### src/rtl/gpio_stim_pkg.sv
// Shared types for the GPIO stimulus sequencer: opcodes, FSM states and the
// step-word layout used both by the sequencer and by whoever loads its table.
package gpio_stim_pkg;

  localparam int PKG_N_GPIO = 32;
  localparam int PKG_DEPTH  = 16;
  localparam int PKG_DLY_W  = 24;
  localparam int PKG_IDX_W  = $clog2(PKG_N_GPIO);
  localparam int PKG_ADDR_W = $clog2(PKG_DEPTH);
  localparam int PKG_STEP_W = 4 + PKG_IDX_W + PKG_DLY_W;

  typedef enum logic [2:0] {
    OP_SET     = 3'd0,
    OP_WAIT_HI = 3'd1,
    OP_WAIT_LO = 3'd2,
    OP_DELAY   = 3'd3,
    OP_LOOP    = 3'd4,
    OP_END     = 3'd5
  } op_e;

  typedef enum logic [2:0] {
    S_IDLE,
    S_RUN,
    S_WAIT,
    S_DELAY,
    S_DONE,
    S_ERR
  } state_e;

  // op is kept as raw bits so that the illegal encodings 6 and 7 stay representable
  typedef struct packed {
    logic [2:0]           op;
    logic [PKG_IDX_W-1:0] idx;
    logic                 val;
    logic [PKG_DLY_W-1:0] arg;
  } step_t;

  function automatic step_t make_step(input logic [2:0]           op,
                                      input logic [PKG_IDX_W-1:0] idx,
                                      input logic                 val,
                                      input logic [PKG_DLY_W-1:0] arg);
    step_t s;
    s.op  = op;
    s.idx = idx;
    s.val = val;
    s.arg = arg;
    return s;
  endfunction

  // LOOP argument: repeat count in the upper half, jump target in the low bits
  function automatic logic [PKG_DLY_W-1:0] loop_arg(input logic [PKG_DLY_W/2-1:0] count,
                                                    input logic [PKG_ADDR_W-1:0]  target);
    logic [PKG_DLY_W-1:0] a;
    a = '0;
    a[PKG_DLY_W-1:PKG_DLY_W/2] = count;
    a[PKG_ADDR_W-1:0]          = target;
    return a;
  endfunction

endpackage

### src/rtl/gpio_stim_seq.sv
// Programmable GPIO stimulus sequencer: executes a run-time loaded step table
// that waits on gpio_out bits, drives gpio_in bits, delays and loops.
module gpio_stim_seq
  import gpio_stim_pkg::*;
#(
  parameter  int N_GPIO = 32,
  parameter  int DEPTH  = 16,
  parameter  int DLY_W  = 24,
  localparam int IDX_W  = $clog2(N_GPIO),
  localparam int ADDR_W = $clog2(DEPTH),
  localparam int STEP_W = 4 + IDX_W + DLY_W
) (
  input  logic              clk,
  input  logic              rst_n,
  input  logic              prog_we_i,
  input  logic [ADDR_W-1:0] prog_addr_i,
  input  logic [STEP_W-1:0] prog_data_i,
  input  logic              start_i,
  input  logic              abort_i,
  input  logic [N_GPIO-1:0] gpio_out_i,
  output logic [N_GPIO-1:0] gpio_in_o,
  output logic              busy_o,
  output logic              done_o,
  output logic              error_o,
  output logic [ADDR_W-1:0] pc_o
);

  localparam int CNT_W = DLY_W - DLY_W / 2;

  state_e            state_q, state_d;
  logic [ADDR_W-1:0] pc_q, pc_d;
  logic [N_GPIO-1:0] gpio_q, gpio_d;
  logic              busy_q, busy_d;
  logic              done_q, done_d;
  logic              error_q, error_d;
  logic              loop_active_q, loop_active_d;
  logic [CNT_W-1:0]  loop_cnt_q, loop_cnt_d;
  logic [ADDR_W-1:0] loop_pc_q, loop_pc_d;
  logic [DLY_W-1:0]  cnt_q, cnt_d;

  logic [STEP_W-1:0] mem_q [DEPTH];

  logic [STEP_W-1:0] step;
  logic [2:0]        op;
  logic [IDX_W-1:0]  idx;
  logic              val;
  logic [DLY_W-1:0]  arg;
  logic              idx_ok;
  logic              match;
  logic [DLY_W:0]    cnt_inc;
  logic              cnt_reached;
  logic [CNT_W-1:0]  loop_eff;
  logic [ADDR_W-1:0] loop_target;
  logic              last_pc;
  logic              adv;
  logic              finish;
  logic              fault;

  // The table has no reset: its contents are only meaningful once loaded
  always_ff @(posedge clk) begin
    if (prog_we_i && !busy_q) begin
      mem_q[prog_addr_i] <= prog_data_i;
    end
  end

  assign step        = mem_q[pc_q];
  assign op          = step[STEP_W-1 -: 3];
  assign idx         = step[DLY_W+1 +: IDX_W];
  assign val         = step[DLY_W];
  assign arg         = step[DLY_W-1:0];
  assign idx_ok      = ({1'b0, idx} < (IDX_W+1)'(N_GPIO));
  assign match       = (op == OP_WAIT_LO) ? ~gpio_out_i[idx] : gpio_out_i[idx];
  assign cnt_inc     = {1'b0, cnt_q} + (DLY_W+1)'(1);
  assign cnt_reached = (cnt_inc >= {1'b0, arg});
  assign loop_eff    = loop_active_q ? loop_cnt_q : arg[DLY_W-1:DLY_W/2];
  assign loop_target = arg[ADDR_W-1:0];
  assign last_pc     = (pc_q == ADDR_W'(DEPTH - 1));

  always_comb begin
    state_d       = state_q;
    pc_d          = pc_q;
    gpio_d        = gpio_q;
    busy_d        = busy_q;
    done_d        = done_q;
    error_d       = error_q;
    loop_active_d = loop_active_q;
    loop_cnt_d    = loop_cnt_q;
    loop_pc_d     = loop_pc_q;
    cnt_d         = cnt_q;
    adv           = 1'b0;
    finish        = 1'b0;
    fault         = 1'b0;

    case (state_q)
      S_RUN: begin
        case (op)
          OP_SET: begin
            if (!idx_ok) begin
              fault = 1'b1;
            end else begin
              gpio_d[idx] = val;
              adv         = 1'b1;
            end
          end
          OP_WAIT_HI, OP_WAIT_LO: begin
            // cnt counts sampled cycles; the decode cycle is the first of them
            if (!idx_ok) begin
              fault = 1'b1;
            end else if (match) begin
              adv = 1'b1;
            end else if (arg == DLY_W'(1)) begin
              fault = 1'b1;
            end else begin
              state_d = S_WAIT;
              cnt_d   = DLY_W'(1);
            end
          end
          OP_DELAY: begin
            if (arg <= DLY_W'(1)) begin
              adv = 1'b1;
            end else begin
              state_d = S_DELAY;
              cnt_d   = DLY_W'(1);
            end
          end
          OP_LOOP: begin
            if (loop_active_q && (loop_pc_q != pc_q)) begin
              fault = 1'b1;
            end else if (loop_eff != '0) begin
              loop_active_d = 1'b1;
              loop_pc_d     = pc_q;
              loop_cnt_d    = loop_eff - CNT_W'(1);
              pc_d          = loop_target;
            end else begin
              loop_active_d = 1'b0;
              loop_cnt_d    = '0;
              adv           = 1'b1;
            end
          end
          OP_END: finish = 1'b1;
          default: fault = 1'b1;
        endcase
      end
      S_WAIT: begin
        if (match) begin
          adv = 1'b1;
        end else if ((arg != '0) && cnt_reached) begin
          fault = 1'b1;
        end else begin
          cnt_d = cnt_inc[DLY_W-1:0];
        end
      end
      S_DELAY: begin
        if (cnt_reached) begin
          adv = 1'b1;
        end else begin
          cnt_d = cnt_inc[DLY_W-1:0];
        end
      end
      default: ;
    endcase

    // Stepping past the last entry finishes the sequence instead of wrapping
    if (adv) begin
      if (last_pc) begin
        finish = 1'b1;
      end else begin
        pc_d    = pc_q + ADDR_W'(1);
        state_d = S_RUN;
      end
    end

    if (finish) begin
      state_d = S_DONE;
      busy_d  = 1'b0;
      done_d  = 1'b1;
    end

    if (fault) begin
      state_d = S_ERR;
      busy_d  = 1'b0;
      error_d = 1'b1;
    end

    if (!busy_q && start_i) begin
      state_d       = S_RUN;
      pc_d          = '0;
      busy_d        = 1'b1;
      done_d        = 1'b0;
      error_d       = 1'b0;
      loop_active_d = 1'b0;
    end

    // Abort wins over everything, freezes the pins and leaves the sticky flags alone
    if (abort_i) begin
      state_d       = S_IDLE;
      pc_d          = pc_q;
      gpio_d        = gpio_q;
      busy_d        = 1'b0;
      done_d        = done_q;
      error_d       = error_q;
      loop_active_d = 1'b0;
    end
  end

  always_ff @(posedge clk or negedge rst_n) begin
    if (!rst_n) begin
      state_q       <= S_IDLE;
      pc_q          <= '0;
      gpio_q        <= '0;
      busy_q        <= 1'b0;
      done_q        <= 1'b0;
      error_q       <= 1'b0;
      loop_active_q <= 1'b0;
      loop_cnt_q    <= '0;
      loop_pc_q     <= '0;
      cnt_q         <= '0;
    end else begin
      state_q       <= state_d;
      pc_q          <= pc_d;
      gpio_q        <= gpio_d;
      busy_q        <= busy_d;
      done_q        <= done_d;
      error_q       <= error_d;
      loop_active_q <= loop_active_d;
      loop_cnt_q    <= loop_cnt_d;
      loop_pc_q     <= loop_pc_d;
      cnt_q         <= cnt_d;
    end
  end

  assign gpio_in_o = gpio_q;
  assign busy_o    = busy_q;
  assign done_o    = done_q;
  assign error_o   = error_q;
  assign pc_o      = pc_q;

endmodule

### config.mk
export PLATFORM = sky130hd
export DESIGN_NAME = gpio_stim_seq
export DESIGN_NICKNAME = d
export VERILOG_FILES = /design/src/rtl/gpio_stim_pkg.sv /design/src/rtl/gpio_stim_seq.sv
export SDC_FILE = /design/constraint.sdc
export NUM_CORES = 1
export LEC_CHECK = 0
export BUFFER_PORTS_ARGS = -buffer_cell sky130_fd_sc_hd__buf_4
export CAP_MARGIN = 20
export CELL_PAD_IN_SITES_DETAIL_PLACEMENT = 0
export CELL_PAD_IN_SITES_GLOBAL_PLACEMENT = 1
export CORE_ASPECT_RATIO = 2
export CORE_UTILIZATION = 35
export CTS_CLUSTER_SIZE = 28
export DETAILED_ROUTE_END_ITERATION = 12
export PLACE_DENSITY = 0.71
export SYNTH_ARGS = -nofsm -noshare
export SYNTH_HDL_FRONTEND = slang
export SYNTH_SLANG_ARGS = --single-unit
export TNS_END_PERCENT = 100
### constraint.sdc
create_clock -name clk -period 4.4 [get_ports clk]
set_input_delay 1.32 -clock clk [delete_from_list [all_inputs] [get_ports clk]]
set_output_delay 1.32 -clock clk [all_outputs]
set_load 0.1 [all_outputs]
==> results of run 1 <==
worst max-delay path: cells and delay by family, from the launching register on:
family	cells	cell delay, ns
buffers and inverters	3	0.28
XOR/XNOR	1	0.16
flip-flops	1	0.37
AND/OR/NAND/NOR	6	1.47
adder cells (fa/ha/maj)	2	0.48
AO/OA/AOI/OAI	10	1.84
layout make-up:
| class | instances | area share |
|---|---|---|
| sequential | 611 | 0.550 |
| multi-input combinational | 871 | 0.260 |
| timing repair buffer | 380 | 0.0962 |
| clock buffer | 56 | 0.0390 |
| tap | 1008 | 0.0386 |
| clock inverter | 35 | 0.0131 |
| inverter | 26 | 0.00299 |
| antenna | 1 | 0.0000767 |
kinds of logic (layout without fill, tap and decap cells):
group                      after synthesis  after routing  synth area share
DFF                                    611            611             0.676
and+or+nand+nor                        345            345            0.0622
muxes                                  237            237             0.153
AOI/OAI and AO/OA                      223            224            0.0631
buffers and inverters                  106            497            0.0203
xor gates and xnor gates                37             37            0.0122
adders and majority gates               28             28            0.0132
other                                    0              1                 0
where the power goes:
| group | total [mW] | internal, mW | switching, mW | leakage [nW] |
|---|---|---|---|---|
| sequential | 6.76 | 6.55 | 0.212 | 5.88 |
| clock | 4.70 | 2.59 | 2.11 | 0.839 |
| combinational | 8.21 | 3.71 | 4.50 | 4.92 |
through the flow:
| stage | setup slack [ns] | util |
|---|---|---|
| after CTS | -0.333 | 0.434 |
| after floorplan | -0.192 | - |
| after global routing | -0.441 | 0.435 |
| after global placement | -0.540 | 0.408 |
| final | -0.257 | 0.435 |
| after detailed placement | -0.593 | 0.408 |
path summary, 6_finish.rpt:
kind                                 end  cells past startpoint          start  slack [ns]
setup / recovery                 pc_o[2]                     22       cnt_q[0]       -0.26
hold / removal             loop_cnt_q[2]                      2  loop_cnt_q[2]        0.48
setup reg to reg                 pc_o[2]                     22       cnt_q[0]       -0.26
hold reg to reg            loop_cnt_q[2]                      2  loop_cnt_q[2]        0.48
max in group asynchronous  gpio_in_o[28]                      2          rst_n        2.90
min in group asynchronous  loop_cnt_q[8]                      1          rst_n        0.74
registers in the layout (all words and copies together), names as in the netlist:
register	cells
busy_o	1
cnt_q	24
done_o	1
error_o	1
gpio_in_o	32
loop_active_q	1
loop_cnt_q	12
loop_pc_q	4
mem_q	528
pc_o	4
state_q	3
metal layers:
metal | vias to the layer above | wire [µm] | part of all wire
met3 | 148 | 3000 | 0.043
met1 | 8213 | 25400 | 0.36
li1 | 7053 | - | -
met5 | - | 40 | 0.00057
met2 | 417 | 39400 | 0.56
met4 | 6 | 2720 | 0.039
synthesized netlist by cell type (7+ instances only):
cell type,n,share of area
a21o_1,7,0.0020
buf_6,11,0.0047
nand4_1,13,0.0031
nand2b_1,8,0.0019
a22o_1,34,0.011
o21ai_1,9,0.0017
mux2i_1,56,0.021
buf_2,28,0.0053
nand3_1,31,0.0058
o22ai_1,12,0.0028
edfxtp_1,528,0.60
mux2_2,43,0.018
xnor2_1,21,0.0069
nor2b_1,11,0.0026
o21ai_0,39,0.0074
or2_2,7,0.0016
a22oi_1,20,0.0057
o31ai_1,10,0.0028
ha_1,28,0.013
nor4_1,9,0.0021
o21a_1,14,0.0040
or4_1,13,0.0037
a21oi_1,17,0.0032
inv_1,24,0.0034
mux4_2,128,0.11
and3_1,8,0.0019
nor3_1,16,0.0030
nor2_1,73,0.010
xor2_1,16,0.0053
and2_1,8,0.0019
clkbuf_1,30,0.0042
dfrtp_1,83,0.078
nand2_1,124,0.018
repair_timing:
action                                  4_1_cts  5_1_grt
endpoints found under the setup margin       33       53
gates resized for setup                      28       20
cloned                                        2        0
pin swaps                                    20       13
buffers inserted                             15        4
==> qor.yml, run 1 <==
run_status:
  status: "finished with violations"
  failed_checks: "negative setup slack"
synth:
  yosys_register_bits: 611
  syn_nets: 1689
  synth_top_flop_cell: "edfxtp_1"
  synth.distinct_cells: 78
  synth_edf_count: 528
  avgSynthCellArea_um2: 16.7
  synthArstFlopShare: 0.136
  syn_inst: 1587
  ys_seq_area_frac: 0.676
  ys_warn_count: 0
  synth_area_mm2: 0.0265
timing:
  min_period_ns: 4.66
  worst_pin_slew_ns: 0.778
  layout_setup_ws_ns: -0.257
  slew_violations: 0
  fin_setup_tns_ns: -5.20
  finalCritPeriodShare: 1.06
  finalHoldWorstSlack_ns: 0.479
  relSlewSlack: 0.481
  clock_skew_ns: 0.0204
  rsz0062_at_grt: "true"
  max_freq_mhz: 215
  setup_violations: 33
  hold_violations: 0
pwr:
  ir_worst_vdd_v: 0.000310
  post-layout-total-power_mw: 19.7
  cellPowerDensity_mw_per_mm2: 603
  p_leak_nw: 11.6
global_route:
  grt_pass1_wl_um: 105000
  track_usage: 0.184
  grt_overflow_total: 0
  use_met2: 0.357
  grt_util_met3: 0.0227
  grt_start_max_net_pins: 48
  antenna_found_initial: 5
  use_met1: 0.199
  grt_pass1_vias: 16800
  top_usage_layer: "met2"
worst_setup_path:
  worstPathMaxFanout: 4
  cp_data_required_time_ns: 4.92
  cp-end-kind: "flip-flop"
  path_cells: "ha_2 > and3_4 > and3_4 > inv_2 > or3_4 > or4_4 > inv_2 > nand3_2 > xnor2_2 > ha_1 > a21o_1 > a21o_1 > a21oi_4 > o32ai_4 > buf_4 > o31ai_4 > a21oi_2 > a221oi_2 > o31ai_2 > and2_4 > o311a_1 > o2bb2ai_1"
  slowest_delay_ns: 0.47
  slowest_stage: "or4_4"
  arrival_ns: 5.18
  cp-start-kind: "flip-flop"
  critPathKind: "reg -> reg"
cells_and_area:
  multi_input_area_mm2: 0.00849
  final_common_cell: "edfxtp_1"
  nFillCells: 6679
  layout_common_cells: "528 x edfxtp_1, 352 x buf_4, 128 x mux4_2"
  fin_nets: 2041
  syn_to_final_growth_pct: 23.0
  drive_gt1_frac: 0.366
  final_area_mm2: 0.0326
  regArea_mm2: 0.0179
  fin_cells: 2988
placed_design:
  dp_cells: 2877
  dpl-instance-area_mm2: 0.0306
  numPortBuffers: 112
  post-dp-hpwl_um: 47700
  gp_congestion: 0.838
clock_network:
  ctsHoldBuffers: 0
  cts_tree: "yes"
  cts_sinks: 611
  cts_buffers: 49
  root_buffer: "clkbuf_16"
  cts.htree.levels: 2
  clk_pin_slew_ns: 0.07
  cts_buffer_depth: 3
  insertion_delay_ns: 0.61
detailed_routing:
  routed_wl_um: 70500
  drc: 0
  first_pass_iters: 7
  avgViaCountPerCell: 5.30
  routedWlPerCell_um: 23.6
  ant_nets: 0
  drt_iter0_drc: 1127
  vias: 15837
floorplanning:
  die_w_um: 197
  dieArea_mm2: 0.0770
  row_count: 142
  io_pins: 113
  start_util: 0.354
  die_height_um: 391
  core_mm2: 0.0750
job:
  drv_cap: 0
min_path:
  hold_path_class: "reg -> reg"
Note: power is estimated with default switching activity, not from simulation.
==> inputs of run 2 (changes only) <==
Settings changed: BUFFER_PORTS_ARGS -buffer_cell sky130_fd_sc_hd__buf_4 to -buffer_cell sky130_fd_sc_hd__buf_2, CORE_UTILIZATION 35 to 48, PLACE_DENSITY 0.71 to 0.88.
==> run 2 against run 1 <==
Effect of this change:
- the run still ends with negative setup slack left
- cell area decreased by 3.9%
- final cell count down 14%
- sequential cell count is the same
- clock skew fell by 0.0048 ns
- total power is 1.9% lower
- die area is 27% lower
- worst setup slack got worse by 0.093 ns
- clock power is 4% lower
- critical endpoint is now cnt_q[11]
==> qor.yml, run 2 (synthesis results as in run 1) <==
pwr:
  p_sw_mw: 6.83
  combPwrFrac: 0.414
  internal_power_mw: 12.5
  post-layout-total-power_mw: 19.3
  ir_worst_vdd_v: 0.000306
  power_frac_seq: 0.351
  clkPwrFrac: 0.235
  cellPowerDensity_mw_per_mm2: 615
  p_leak_nw: 11.2
  swShare: 0.354
timing:
  finalHoldWorstSlack_ns: 0.482
  clock_skew_ns: 0.0156
  layout_setup_ws_ns: -0.350
  rsz0062_at_grt: "true"
  max_freq_mhz: 211
  hold_violations: 0
  setup_violations: 33
  slew_violations: 0
  finalCritPeriodShare: 1.08
  fin_setup_tns_ns: -7.76
  relSlewSlack: 0.464
  worst_pin_slew_ns: 0.801
  min_period_ns: 4.75
detailed_routing:
  vias: 16058
  drt_iter0_drc: 1525
  routed_wl_um: 70100
  ant_nets: 0
  routedWlPerCell_um: 27.1
  drc: 0
  avgViaCountPerCell: 6.22
  first_pass_iters: 5
min_path:
  hold_path_class: "reg -> reg"
floorplanning:
  row_count: 121
  die_w_um: 168
  io_pins: 113
  core_mm2: 0.0545
  start_util: 0.487
  dieArea_mm2: 0.0563
  die_height_um: 335
clock_network:
  cts_sinks: 611
  ctsHoldBuffers: 0
  cts_buffer_depth: 3
  clk_pin_slew_ns: 0.07
  root_buffer: "clkbuf_16"
  cts_tree: "yes"
  cts_buffers: 49
  insertion_delay_ns: 0.59
  cts.htree.levels: 2
worst_setup_path:
  slowest_stage: "or4_4"
  worstPathMaxFanout: 5
  cp-start-kind: "flip-flop"
  critPathKind: "reg -> reg"
  slowest_delay_ns: 0.47
  path_cells: "ha_2 > and3_4 > and3_4 > inv_2 > or3_4 > or4_4 > inv_2 > nand3_2 > xnor2_2 > ha_1 > a21o_1 > a21o_1 > a21oi_4 > o32ai_4 > or3_4 > o31ai_4 > o31ai_4 > buf_4 > or4_4 > nand2_2 > a22o_1"
  cp_data_required_time_ns: 4.93
  arrival_ns: 5.28
  cp-end-kind: "flip-flop"
cells_and_area:
  drive_gt1_frac: 0.346
  syn_to_final_growth_pct: 18.3
  regMostFlops: "mem_q"
  regArea_mm2: 0.0179
  largest_reg_flops: 528
  nFillCells: 3985
  layout_common_cells: "528 x edfxtp_1, 171 x buf_4, 128 x mux4_2"
  multi_input_area_mm2: 0.00855
  final_common_cell: "edfxtp_1"
  utilization: 0.576
  fin_nets: 1969
run_status:
  status: "finished with violations"
  failed_checks: "negative setup slack"
global_route:
  grt_overflow_total: 0
  grt_start_max_net_pins: 44
  grt_pass1_wl_um: 104000
  grt_pass1_vias: 16925
  track_usage: 0.252
  antenna_found_initial: 6
placed_design:
  numPortBuffers: 112
  post-dp-hpwl_um: 46300
  gp_congestion: 0.887
  dp_slack_ns: -0.363
job:
  drv_cap: 0
run 2: worst max-delay path, delay by kind of cell (launching register included):
| family | cells | cell delay [ns] |
|---|---|---|
| flip-flops | 1 | 0.36 |
| XOR/XNOR | 1 | 0.16 |
| adder cells (fa/ha/maj) | 2 | 0.49 |
| AO/OA/AOI/OAI | 7 | 1.12 |
| AND/OR/NAND/NOR | 8 | 2.21 |
| buffers and inverters | 3 | 0.33 |
run 2: layout make-up:
| class | count | share of cell area |
|---|---|---|
| antenna | 2 | 0.000159 |
| timing repair buffer | 308 | 0.0728 |
| tap | 676 | 0.0269 |
| inverter | 26 | 0.00311 |
| clock inverter | 24 | 0.00897 |
| multi-input combinational | 871 | 0.273 |
| clock buffer | 65 | 0.0437 |
| sequential | 611 | 0.572 |
run 2: path summary, 6_finish.rpt:
kind | start | to | slack [ns] | cells after the start
max in group asynchronous | rst_n | gpio_in_o[18] | 2.96 | 2
worst max register to register | cnt_q[0] | cnt_q[11] | -0.35 | 21
min in group asynchronous | rst_n | loop_cnt_q[9] | 0.75 | 1
worst max-delay path | cnt_q[0] | cnt_q[11] | -0.35 | 21
worst min register to register | loop_cnt_q[2] | loop_cnt_q[2] | 0.48 | 2
worst min-delay path | loop_cnt_q[2] | loop_cnt_q[2] | 0.48 | 2
run 2: power groups by stage:
stage,Combinational [mW],Clock [mW],Sequential [mW]
finish,7.99,4.53,6.78
global route,8.43,4.78,6.80
global placement,7.22,0,6.87
detailed placement,7.39,0,6.89
CTS,7.77,4.58,6.77
floorplan,4.34,0,7.42
run 2: what timing repair did:
item | in CTS | in global routing
gates resized for setup | 44 | 23
gates cloned | 1 | 0
pin swaps | 17 | 4
setup buffers | 11 | 8
setup endpoints to repair | 35 | 35
run 2: per-stage QoR:
stage,instance area [µm²],instances
finish,31400,2583
global route,31400,2583
CTS,31200,2573
detailed placement,29300,2472
global placement,29300,2472
floorplan,26800,1587
run 2: metal layers:
layer  vias up  global-route usage  wire [µm]
li1       6905                   -          -
met1      8123               0.268      23100
met2       786               0.471      38500
met3       236              0.0332       4280
met4         8               0.145       4180
met5         -                   0         43
==> inputs of run 3 (changes only) <==
--- a/config.mk
+++ b/config.mk
@@ -7,3 +7,2 @@
 export LEC_CHECK = 0
-export BUFFER_PORTS_ARGS = -buffer_cell sky130_fd_sc_hd__buf_2
 export CAP_MARGIN = 20
@@ -12,6 +11,7 @@
 export CORE_ASPECT_RATIO = 2
-export CORE_UTILIZATION = 48
+export CORE_UTILIZATION = 49
 export CTS_CLUSTER_SIZE = 28
 export DETAILED_ROUTE_END_ITERATION = 12
-export PLACE_DENSITY = 0.88
+export DONT_BUFFER_PORTS = 1
+export PLACE_DENSITY = 0.87
 export SYNTH_ARGS = -nofsm -noshare
==> constraint.sdc (replaced) <==
create_clock -name clk -period 4.4 [get_ports clk]
set_input_delay 0.44 -clock clk [delete_from_list [all_inputs] [get_ports clk]]
set_output_delay 0.44 -clock clk [all_outputs]
set_load 0.1 [all_outputs]
==> run 3 against run 2 <==
Effect of this change:
- the run ends with design-rule violations, negative setup slack left
- critical path depth unchanged
- clock skew up 0.0099 ns
- combinational power down 4.1%
- die area down 2.0%
- sequential cell count unchanged
- largest cell class unchanged
- largest power group unchanged
==> qor.yml, run 3 (synthesis results as in run 1) <==
detailed_routing:
  first_pass_iters: 9
  vias: 15989
  drc: 22
  routedWlPerCell_um: 27.5
  ant_nets: 0
  drt_iter0_drc: 1544
  avgViaCountPerCell: 6.26
  routed_wl_um: 70300
cells_and_area:
  fin_cells: 2556
  layout_common_cells: "528 x edfxtp_1, 222 x buf_4, 128 x mux4_2"
  fin_nets: 1945
  syn_to_final_growth_pct: 19.0
  regMostFlops: "mem_q"
  largest_reg_flops: 528
  drive_gt1_frac: 0.324
  nFillCells: 3819
  final_common_cell: "edfxtp_1"
clock_network:
  cts_buffer_depth: 3
  cts_buffers: 50
  cts.htree.levels: 2
  cts_tree: "yes"
  cts_sinks: 611
  insertion_delay_ns: 0.60
  root_buffer: "clkbuf_16"
  clk_pin_slew_ns: 0.07
job:
  drv_cap: 0
timing:
  finalCritPeriodShare: 1.08
  hold_violations: 0
  max_freq_mhz: 211
  worst_pin_slew_ns: 1.04
  finalHoldWorstSlack_ns: 0.0457
  rsz0062_at_grt: "true"
  fin_setup_tns_ns: -6.85
  slew_violations: 0
  relSlewSlack: 0.308
  layout_setup_ws_ns: -0.331
  min_period_ns: 4.73
  setup_violations: 34
  clock_skew_ns: 0.0255
placed_design:
  dp_slack_ns: -0.476
  dp_cells: 2404
  post-dp-hpwl_um: 45900
  gp_congestion: 0.917
  numPortBuffers: 0
worst_setup_path:
  worstPathMaxFanout: 8
  critPathKind: "reg -> reg"
  slowest_stage: "or4_4"
  path_cells: "ha_2 > and3_4 > and3_4 > inv_2 > or3_4 > or4_4 > inv_2 > nand3_2 > xnor2_2 > ha_1 > a21o_1 > a21o_1 > a21oi_2 > o32ai_4 > or3_4 > o31ai_4 > o31ai_4 > buf_6 > or4_4 > nand2_2 > a22o_1"
  arrival_ns: 5.25
  critPathTopFamily: "simple AND/OR/NAND/NOR gates"
  critPathBufInv: 3
  cp-end-kind: "flip-flop"
  cp-start-kind: "flip-flop"
  slowest_delay_ns: 0.47
  cp_data_required_time_ns: 4.92
global_route:
  track_usage: 0.256
  antenna_found_initial: 2
  grt_pass1_vias: 17049
  grt_start_max_net_pins: 84
  grt_pass1_wl_um: 103000
  grt_overflow_total: 0
floorplanning:
  dieArea_mm2: 0.0552
  die_w_um: 167
  start_util: 0.497
  io_pins: 113
  row_count: 120
  die_height_um: 331
  core_mm2: 0.0535
pwr:
  cellPowerDensity_mw_per_mm2: 620
  p_leak_nw: 11.1
  ir_worst_vdd_v: 0.000291
run_status:
  status: "finished with violations"
  failed_checks: "design-rule violations, negative setup slack"
min_path:
  hold_path_class: "in -> reg"
run 3: layer usage:
layer / up-vias / track usage / wire (µm)
met4: 4 / 0.158 / 4450
met1: 8152 / 0.269 / 23100
li1: 6857 / - / -
met5: - / 0 / 27
met2: 745 / 0.479 / 38200
met3: 231 / 0.0390 / 4450
run 3: final cells by class:
class / count / area [µm²] / area share
Sequential cell: 611 / 17900 / 0.568
Tap cell: 671 / 840 / 0.0266
Timing Repair Buffer: 283 / 2430 / 0.0770
Antenna cell: 1 / 2.50 / 0.0000793
Clock inverter: 39 / 389 / 0.0123
Inverter: 26 / 97.6 / 0.00309
Multi-Input combinational cell: 871 / 8580 / 0.272
Clock buffer: 54 / 1290 / 0.0408
run 3: worst paths after layout:
| path | slack (ns) | cells after the start | endpoint | startpoint |
|---|---|---|---|---|
| max in group asynchronous | 3.55 | 2 | pc_o[1] | rst_n |
| min reg2reg | 0.49 | 2 | loop_cnt_q[1] | loop_cnt_q[1] |
| min | 0.05 | 2 | error_o | abort_i |
| min in group asynchronous | 0.41 | 2 | cnt_q[19] | rst_n |
| max reg2reg | -0.33 | 21 | cnt_q[7] | cnt_q[1] |
| max | -0.33 | 21 | cnt_q[7] | cnt_q[1] |
run 3: stage by stage:
stage / cell area (µm²) / util / power, mW
after global routing: 31600 / 0.591 / 20.3
after detailed placement: 29000 / 0.543 / 14.4
final: 31600 / 0.591 / 19.6
after global placement: 29000 / 0.543 / 14.2
after floorplan: 26800 / - / 11.8
after CTS: 31200 / 0.584 / 19.2
run 3: power by group:
group	switching (mW)	leakage, nW	internal [mW]	total, mW
logic	4.08	4.39	3.58	7.66
registers	0.796	5.88	6.54	7.34
clock network	2.13	0.815	2.46	4.58
run 3: timing repair:
action,in CTS,in global routing
gates cloned,1,0
hold buffers,36,0
endpoints found under the hold margin,615,0
pin swaps,17,24
gates resized for setup,27,54
endpoints found under the setup margin,34,36
setup buffers,9,12
